File: src/rtl/telemetry_pkg.sv
// Shared definitions for the telemetry downlink transmitter.
//   SYNC0/SYNC1   : frame preamble bytes
//   frame_state_e : frame sequencer states (state names the byte currently on the line)
//   tx_state_e    : byte serialiser states
//   bit_ticks()   : clock cycles per serial bit
package telemetry_pkg;

  localparam logic [7:0] SYNC0 = 8'hAA;
  localparam logic [7:0] SYNC1 = 8'h55;

  typedef enum logic [2:0] {
    StIdle,
    StSync0,
    StSync1,
    StSeq,
    StLen,
    StPayload,
    StChk
  } frame_state_e;

  typedef enum logic [1:0] {
    TxIdle,
    TxStart,
    TxData,
    TxStop
  } tx_state_e;

  // Plain integer division; no fractional baud correction.
  function automatic int unsigned bit_ticks(input int unsigned clk_freq,
                                            input int unsigned baud);
    return clk_freq / baud;
  endfunction

endpackage

File: src/rtl/uart_tx_byte.sv
// 8N1 byte serialiser with a valid/ready handshake.
//   clk, reset : clock, asynchronous active-high reset
//   valid_i    : byte offered on data_i
//   data_i     : byte to send, LSB first
//   ready_o    : high when idle or in the last cycle of the stop bit
//   txd_o      : serial line, idle high
// A handshake in the last stop cycle starts the next start bit on the following
// cycle, so consecutive bytes leave with no idle gap.
module uart_tx_byte
  import telemetry_pkg::*;
#(
  parameter int unsigned BitTicks = 434
) (
  input  logic       clk,
  input  logic       reset,
  input  logic       valid_i,
  input  logic [7:0] data_i,
  output logic       ready_o,
  output logic       txd_o
);

  localparam int unsigned CntW = (BitTicks > 1) ? $clog2(BitTicks) : 1;
  localparam logic [CntW-1:0] CntLast = CntW'(BitTicks - 1);

  tx_state_e       state_q, state_d;
  logic [CntW-1:0] cnt_q, cnt_d;
  logic [2:0]      bit_q, bit_d;
  logic [7:0]      shift_q, shift_d;
  logic            txd_q, txd_d;
  logic            bit_end;

  assign bit_end = (cnt_q == CntLast);
  assign ready_o = (state_q == TxIdle) || ((state_q == TxStop) && bit_end);
  assign txd_o   = txd_q;

  always_comb begin
    state_d = state_q;
    cnt_d   = bit_end ? '0 : cnt_q + 1'b1;
    bit_d   = bit_q;
    shift_d = shift_q;

    unique case (state_q)
      TxIdle:  cnt_d = '0;
      TxStart: if (bit_end) state_d = TxData;
      TxData: begin
        if (bit_end) begin
          shift_d = shift_q >> 1;
          if (bit_q == 3'd7) state_d = TxStop;
          else               bit_d   = bit_q + 3'd1;
        end
      end
      TxStop:  if (bit_end) state_d = TxIdle;
      default: state_d = TxIdle;
    endcase

    if (valid_i && ready_o) begin
      state_d = TxStart;
      shift_d = data_i;
      bit_d   = '0;
      cnt_d   = '0;
    end

    // Line level registered from the next state so TxD is glitch-free.
    txd_d = 1'b1;
    if (state_d == TxStart)     txd_d = 1'b0;
    else if (state_d == TxData) txd_d = shift_d[0];
  end

  always_ff @(posedge clk or posedge reset) begin
    if (reset) begin
      state_q <= TxIdle;
      cnt_q   <= '0;
      bit_q   <= '0;
      shift_q <= '0;
      txd_q   <= 1'b1;
    end else begin
      state_q <= state_d;
      cnt_q   <= cnt_d;
      bit_q   <= bit_d;
      shift_q <= shift_d;
      txd_q   <= txd_d;
    end
  end

endmodule

File: src/rtl/telemetry_uart_tx.sv
// Telemetry downlink: snapshots NUM_WORDS 16-bit words on send and transmits
// AA 55 SEQ LEN payload CHK as back-to-back 8N1 bytes.
//   clk, reset : clock, asynchronous active-high reset
//   send       : one-cycle frame request
//   words_in   : payload, word 0 in bits [15:0], each word sent MSB byte first
//   busy       : frame in flight
//   frame_done : one-cycle pulse after the last stop bit
//   dropped    : one-cycle pulse after a send that arrived while busy
//   TxD        : serial line, idle high
module telemetry_uart_tx
  import telemetry_pkg::*;
#(
  parameter int unsigned CLK_FREQ  = 50000000,
  parameter int unsigned BAUD      = 115200,
  parameter int unsigned NUM_WORDS = 4
) (
  input  logic                   clk,
  input  logic                   reset,
  input  logic                   send,
  input  logic [16*NUM_WORDS-1:0] words_in,
  output logic                   busy,
  output logic                   frame_done,
  output logic                   dropped,
  output logic                   TxD
);

  localparam int unsigned BitTicks = bit_ticks(CLK_FREQ, BAUD);
  localparam logic [7:0]  Len      = 8'(2 * NUM_WORDS);
  localparam int unsigned SelW     = $clog2(16 * NUM_WORDS);

  frame_state_e            state_q, state_d;
  logic [16*NUM_WORDS-1:0] snap_q, snap_d;
  logic [7:0]              idx_q, idx_d;
  logic [7:0]              seq_q, seq_d;
  logic [7:0]              chk_q, chk_d;
  logic                    frame_done_q, frame_done_d;
  logic                    dropped_q, dropped_d;

  logic            tx_valid, tx_ready, hs, add_chk;
  logic [7:0]      tx_data, pay_byte, pay_idx;
  logic [SelW-1:0] sel;

  assign busy       = (state_q != StIdle);
  assign frame_done = frame_done_q;
  assign dropped    = dropped_q;
  assign hs         = tx_valid && tx_ready;

  // Payload byte idx: flipping idx[0] puts the high byte of each word first.
  always_comb begin
    pay_idx  = (idx_q < Len) ? idx_q : '0;
    sel      = SelW'({pay_idx ^ 8'd1, 3'b000});
    pay_byte = snap_q[sel +: 8];
  end

  // The state names the byte on the line; each state offers the following byte
  // so the serialiser can chain it without a gap.
  always_comb begin
    state_d      = state_q;
    snap_d       = snap_q;
    idx_d        = idx_q;
    seq_d        = seq_q;
    chk_d        = chk_q;
    tx_valid     = 1'b0;
    tx_data      = SYNC0;
    add_chk      = 1'b0;
    frame_done_d = 1'b0;
    dropped_d    = send && busy;

    unique case (state_q)
      StIdle:  tx_valid = send;
      StSync0: begin tx_valid = 1'b1; tx_data = SYNC1; end
      StSync1: begin tx_valid = 1'b1; tx_data = seq_q; add_chk = 1'b1; end
      StSeq:   begin tx_valid = 1'b1; tx_data = Len;   add_chk = 1'b1; end
      StLen:   begin tx_valid = 1'b1; tx_data = pay_byte; add_chk = 1'b1; end
      StPayload: begin
        tx_valid = 1'b1;
        if (idx_q == Len) begin
          tx_data = chk_q;
        end else begin
          tx_data = pay_byte;
          add_chk = 1'b1;
        end
      end
      StChk:   tx_valid = 1'b0;
      default: state_d = StIdle;
    endcase

    if (hs) begin
      if (add_chk) chk_d = chk_q + tx_data;
      unique case (state_q)
        StIdle: begin
          state_d = StSync0;
          snap_d  = words_in;
          chk_d   = '0;
          idx_d   = '0;
        end
        StSync0: state_d = StSync1;
        StSync1: state_d = StSeq;
        StSeq:   state_d = StLen;
        StLen: begin
          state_d = StPayload;
          idx_d   = idx_q + 8'd1;
        end
        StPayload: begin
          if (idx_q == Len) state_d = StChk;
          else              idx_d   = idx_q + 8'd1;
        end
        default: state_d = state_q;
      endcase
    end

    // Serialiser ready while on CHK means the last stop bit is ending.
    if ((state_q == StChk) && tx_ready) begin
      state_d      = StIdle;
      frame_done_d = 1'b1;
      seq_d        = seq_q + 8'd1;
    end
  end

  always_ff @(posedge clk or posedge reset) begin
    if (reset) begin
      state_q      <= StIdle;
      snap_q       <= '0;
      idx_q        <= '0;
      seq_q        <= '0;
      chk_q        <= '0;
      frame_done_q <= 1'b0;
      dropped_q    <= 1'b0;
    end else begin
      state_q      <= state_d;
      snap_q       <= snap_d;
      idx_q        <= idx_d;
      seq_q        <= seq_d;
      chk_q        <= chk_d;
      frame_done_q <= frame_done_d;
      dropped_q    <= dropped_d;
    end
  end

  uart_tx_byte #(
    .BitTicks(BitTicks)
  ) u_tx (
    .clk    (clk),
    .reset  (reset),
    .valid_i(tx_valid),
    .data_i (tx_data),
    .ready_o(tx_ready),
    .txd_o  (TxD)
  );

endmodule

File: config.mk
export PLATFORM = sky130hd
export DESIGN_NAME = telemetry_uart_tx
export DESIGN_NICKNAME = d
export VERILOG_FILES = /design/src/rtl/telemetry_pkg.sv /design/src/rtl/uart_tx_byte.sv /design/src/rtl/telemetry_uart_tx.sv
export SDC_FILE = /design/constraint.sdc
export NUM_CORES = 1
export LEC_CHECK = 0
export CAP_MARGIN = 20
export CORE_MARGIN = 4
export CORE_UTILIZATION = 41
export CTS_CLUSTER_SIZE = 10
export DETAILED_ROUTE_END_ITERATION = 16
export PLACE_DENSITY = 0.63
export SLEW_MARGIN = 0
export SYNTH_ARGS = -nofsm -noshare
export SYNTH_HDL_FRONTEND = slang
export SYNTH_SLANG_ARGS = --single-unit
File: constraint.sdc
create_clock -name clk -period 6 [get_ports clk]
set_input_delay 0.6 -clock clk [delete_from_list [all_inputs] [get_ports clk]]
set_output_delay 0.6 -clock clk [all_outputs]
set_load 0.02 [all_outputs]
==> qor.txt <==
Skew-Pair Late Insertion Delay = 0.43 ns
CP arrival = 5.32 ns
remaining antenna violation count = 0
CP delay by family, top = simple AND/OR/NAND/NOR gates
leading area contributor after synthesis = dfrtp_1
design area = 0.007672 mm2
worst-path cell with the longest stage delay = nor2_2
Synth async-reset ratio = 100.0%
Max Freq = 199.2 MHz
critical-path cell list = or4_4, nor2_2, mux2_2, a221oi_1, o31ai_1, nor2b_1, ha_1, nand3_1, o211ai_1, o41ai_1, nand4b_1, o221ai_1, or3b_1
CTS resizes = 0
WL final = 15240 um
postcts setup bufs = 0
Syn Area/Cell = 10.65 um2
CTS max path bufs = 2
min-delay worst type = flop to flop
most common cell in the netlist = dfrtp_1
GRT Residual Overflow = 0
CTS tree = built
skew final = 0.01590 ns
# rows = 44
first-pass GRT wire length = 25840 um
fin nets = 739
Max Slew Vio Count = 0
Placeable Area = 0.01470 mm2
EDFF count, synth = 0
CTS Hold Buffers Added = 0
final hold violations = 0
DRC Markers = 0
ys flop type = dfrtp_1
Syn Nets = 672
vias = 4837
htree depth = 4
area delta synth->final = 22.98%
router iterations before antenna repair = 6
antenna cells = 0
Seq cells post-synth = 116
RSZ-0062 raised after global routing = no
status = finished, final reports clean
CTS buffer count = 17
Ys Warns = 0
initial antenna violation count = 0
TNS Setup = 0 ns
clk sink count = 116
PwrDens = 235.8 mW/mm2
Area after DPL = 0.007111 mm2
Mapped Cells = 586
WL/cell = 17.93 um
Die ar. = 0.01725 mm2
# Max-Cap Violations = 0
CP Launch Type = flop
DP HPWL = 11100 um
layout cells sized above 1 = 18.32%
maximum vdd ir drop = 0.0002021 V
total power = 1.809 mW
Unique masters post-synth = 67
Critical Path RT = 6.29 ns
DR iter-0 viols = 304
largest net degree at the start of global routing = 74
Tmin final = 5.021 ns
number of fill cells = 1280
top cells by area, synth = dfrtp_1 (46%), mux2_2 (13%), ha_1 (3.6%), nand2_1 (3.1%), nor2_1 (2.2%)
CP bufs+invs = 0
Commonest cells post-synth = dfrtp_1 (115), mux2_2 (70), nand2_1 (51)
Final GP Congestion = 0.9637
Final Cycle Share = 83.68%
I/O Pins = 71
CTS clk-pin slew, worst paths = 0.06 ns
Lkg Pwr = 3.486 nW
Synth top area share = 46.13%
slew margin rel. = 36.02%
DR vias/cell = 5.691
Total GRT Usage = 18.50%
area of the multi-input gates = 0.003161 mm2
worst-path fanout max = 19
vias in the first global route = 5071
Syn Std Cell Area = 0.006238 mm2
Setup-failing EPs final = 0
Reg area = 0.002904 mm2
Starting Density = 42.44%
sequential area share after synthesis = 46.55%
die width = 131.4 um
CP endpoint kind = flop
Worst Tran Pin Value = 0.9587 ns
CP max stage delay = 0.78 ns
clock root cell = clkbuf_16
Port Buffers = 70
Chip Height = 131.4 um
Worst Setup Path Type = flop to flop
area by class of cell:
cell class / count / area share, %
Clock buffer: 19 / 5.643
Clock inverter: 13 / 1.680
Inverter: 18 / 0.9132
Multi-Input combinational cell: 424 / 41.19
Sequential cell: 116 / 37.85
Tap cell: 184 / 3.001
Timing Repair Buffer: 76 / 9.719
layer usage:
layer / vias to the layer above / share of wire [%] / GRT usage, %
li1: 2281 / - / -
met1: 2386 / 45 / 23.93
met2: 146 / 48 / 29.75
met3: 24 / 5.8 / 5.581
met4: 0 / 1.3 / 6.418
met5: - / 0 / 0
per-stage QoR:
| step | cells | hold WS (ns) | util [%] | setup slack (ns) |
|---|---|---|---|---|
| final | 850 | 0.4968 | 52.20 | 0.9794 |
| after global routing | 850 | 0.5172 | 52.20 | 0.6242 |
| after CTS | 850 | 0.5019 | 52.20 | 1.003 |
| after detailed placement | 818 | 0.4882 | 48.37 | 1.053 |
| after global placement | 818 | 0.4780 | 48.37 | 1.295 |
| after floorplan | 586 | 0.4454 | - | 1.936 |
worst register-to-register path: stages (launching register included):
cell,delay [ns]
dfrtp_1,0.44
or4_4,0.66
nor2_2,0.79
mux2_2,0.42
a221oi_1,0.31
o31ai_1,0.13
nor2b_1,0.18
ha_1,0.34
nand3_1,0.09
o211ai_1,0.10
o41ai_1,0.71
nand4b_1,0.21
o221ai_1,0.11
or3b_1,0.41
where the power goes:
part,total (mW),internal (mW),leakage (nW),switching [mW]
Clock,0.965,0.574,0.262,0.391
Sequential,0.783,0.783,1.57,0.0000740
Combinational,0.0611,0.0388,1.65,0.0224
Total,1.81,1.40,3.49,0.413
sequential cells by signal, indices dropped and copies added, names as in the netlist:
| register | count |
|---|---|
| chk_q | 8 |
| dropped | 1 |
| frame_done | 1 |
| idx_q | 8 |
| seq_q | 8 |
| snap_q | 64 |
| state_q | 3 |
| u_tx.bit_q | 3 |
| u_tx.cnt_q | 9 |
| u_tx.shift_q | 8 |
| u_tx.state_q | 2 |
| u_tx.txd_o | 1 |
final timing paths:
path	slack, ns	start	to	cells past startpoint
worst max register to register	0.98	idx_q[4]	chk_q[7]	13
max in group asynchronous	4.09	reset	chk_q[7]	3
min in group asynchronous	0.56	reset	snap_q[53]	2
worst max-delay path	0.98	idx_q[4]	chk_q[7]	13
worst min-delay path	0.50	u_tx.cnt_q[0]	u_tx.cnt_q[0]	1
worst min register to register	0.50	u_tx.cnt_q[0]	u_tx.cnt_q[0]	1
cell usage in the layout (no fill, tap or decap), types with 7 or more instances in the layout:
| cell type | instances |
|---|---|
| dfrtp_1 | 115 |
| mux2_2 | 70 |
| nor3_1 | 13 |
| ha_1 | 18 |
| clkdlybuf4s50_1 | 70 |
| and3_1 | 7 |
| nor2b_1 | 11 |
| or3_1 | 7 |
| a21oi_1 | 26 |
| nand2b_1 | 7 |
| inv_1 | 16 |
| nand3_1 | 11 |
| nor2_1 | 35 |
| nand2_1 | 51 |
| xnor2_1 | 12 |
| clkbuf_16 | 17 |
| o21a_1 | 7 |
| o21ai_0 | 23 |
| mux2i_1 | 13 |
logic make-up after synthesis:
| kind of cell | share of synthesized area (%) |
|---|---|
| fa+ha+maj | 3.931 |
| simple gates | 14.14 |
| buf+inv | 2.988 |
| flops | 46.55 |
| mux | 15.44 |
| compound gates | 14.42 |
| xor+xnor | 2.527 |
Power figures use the tool's default switching activity.
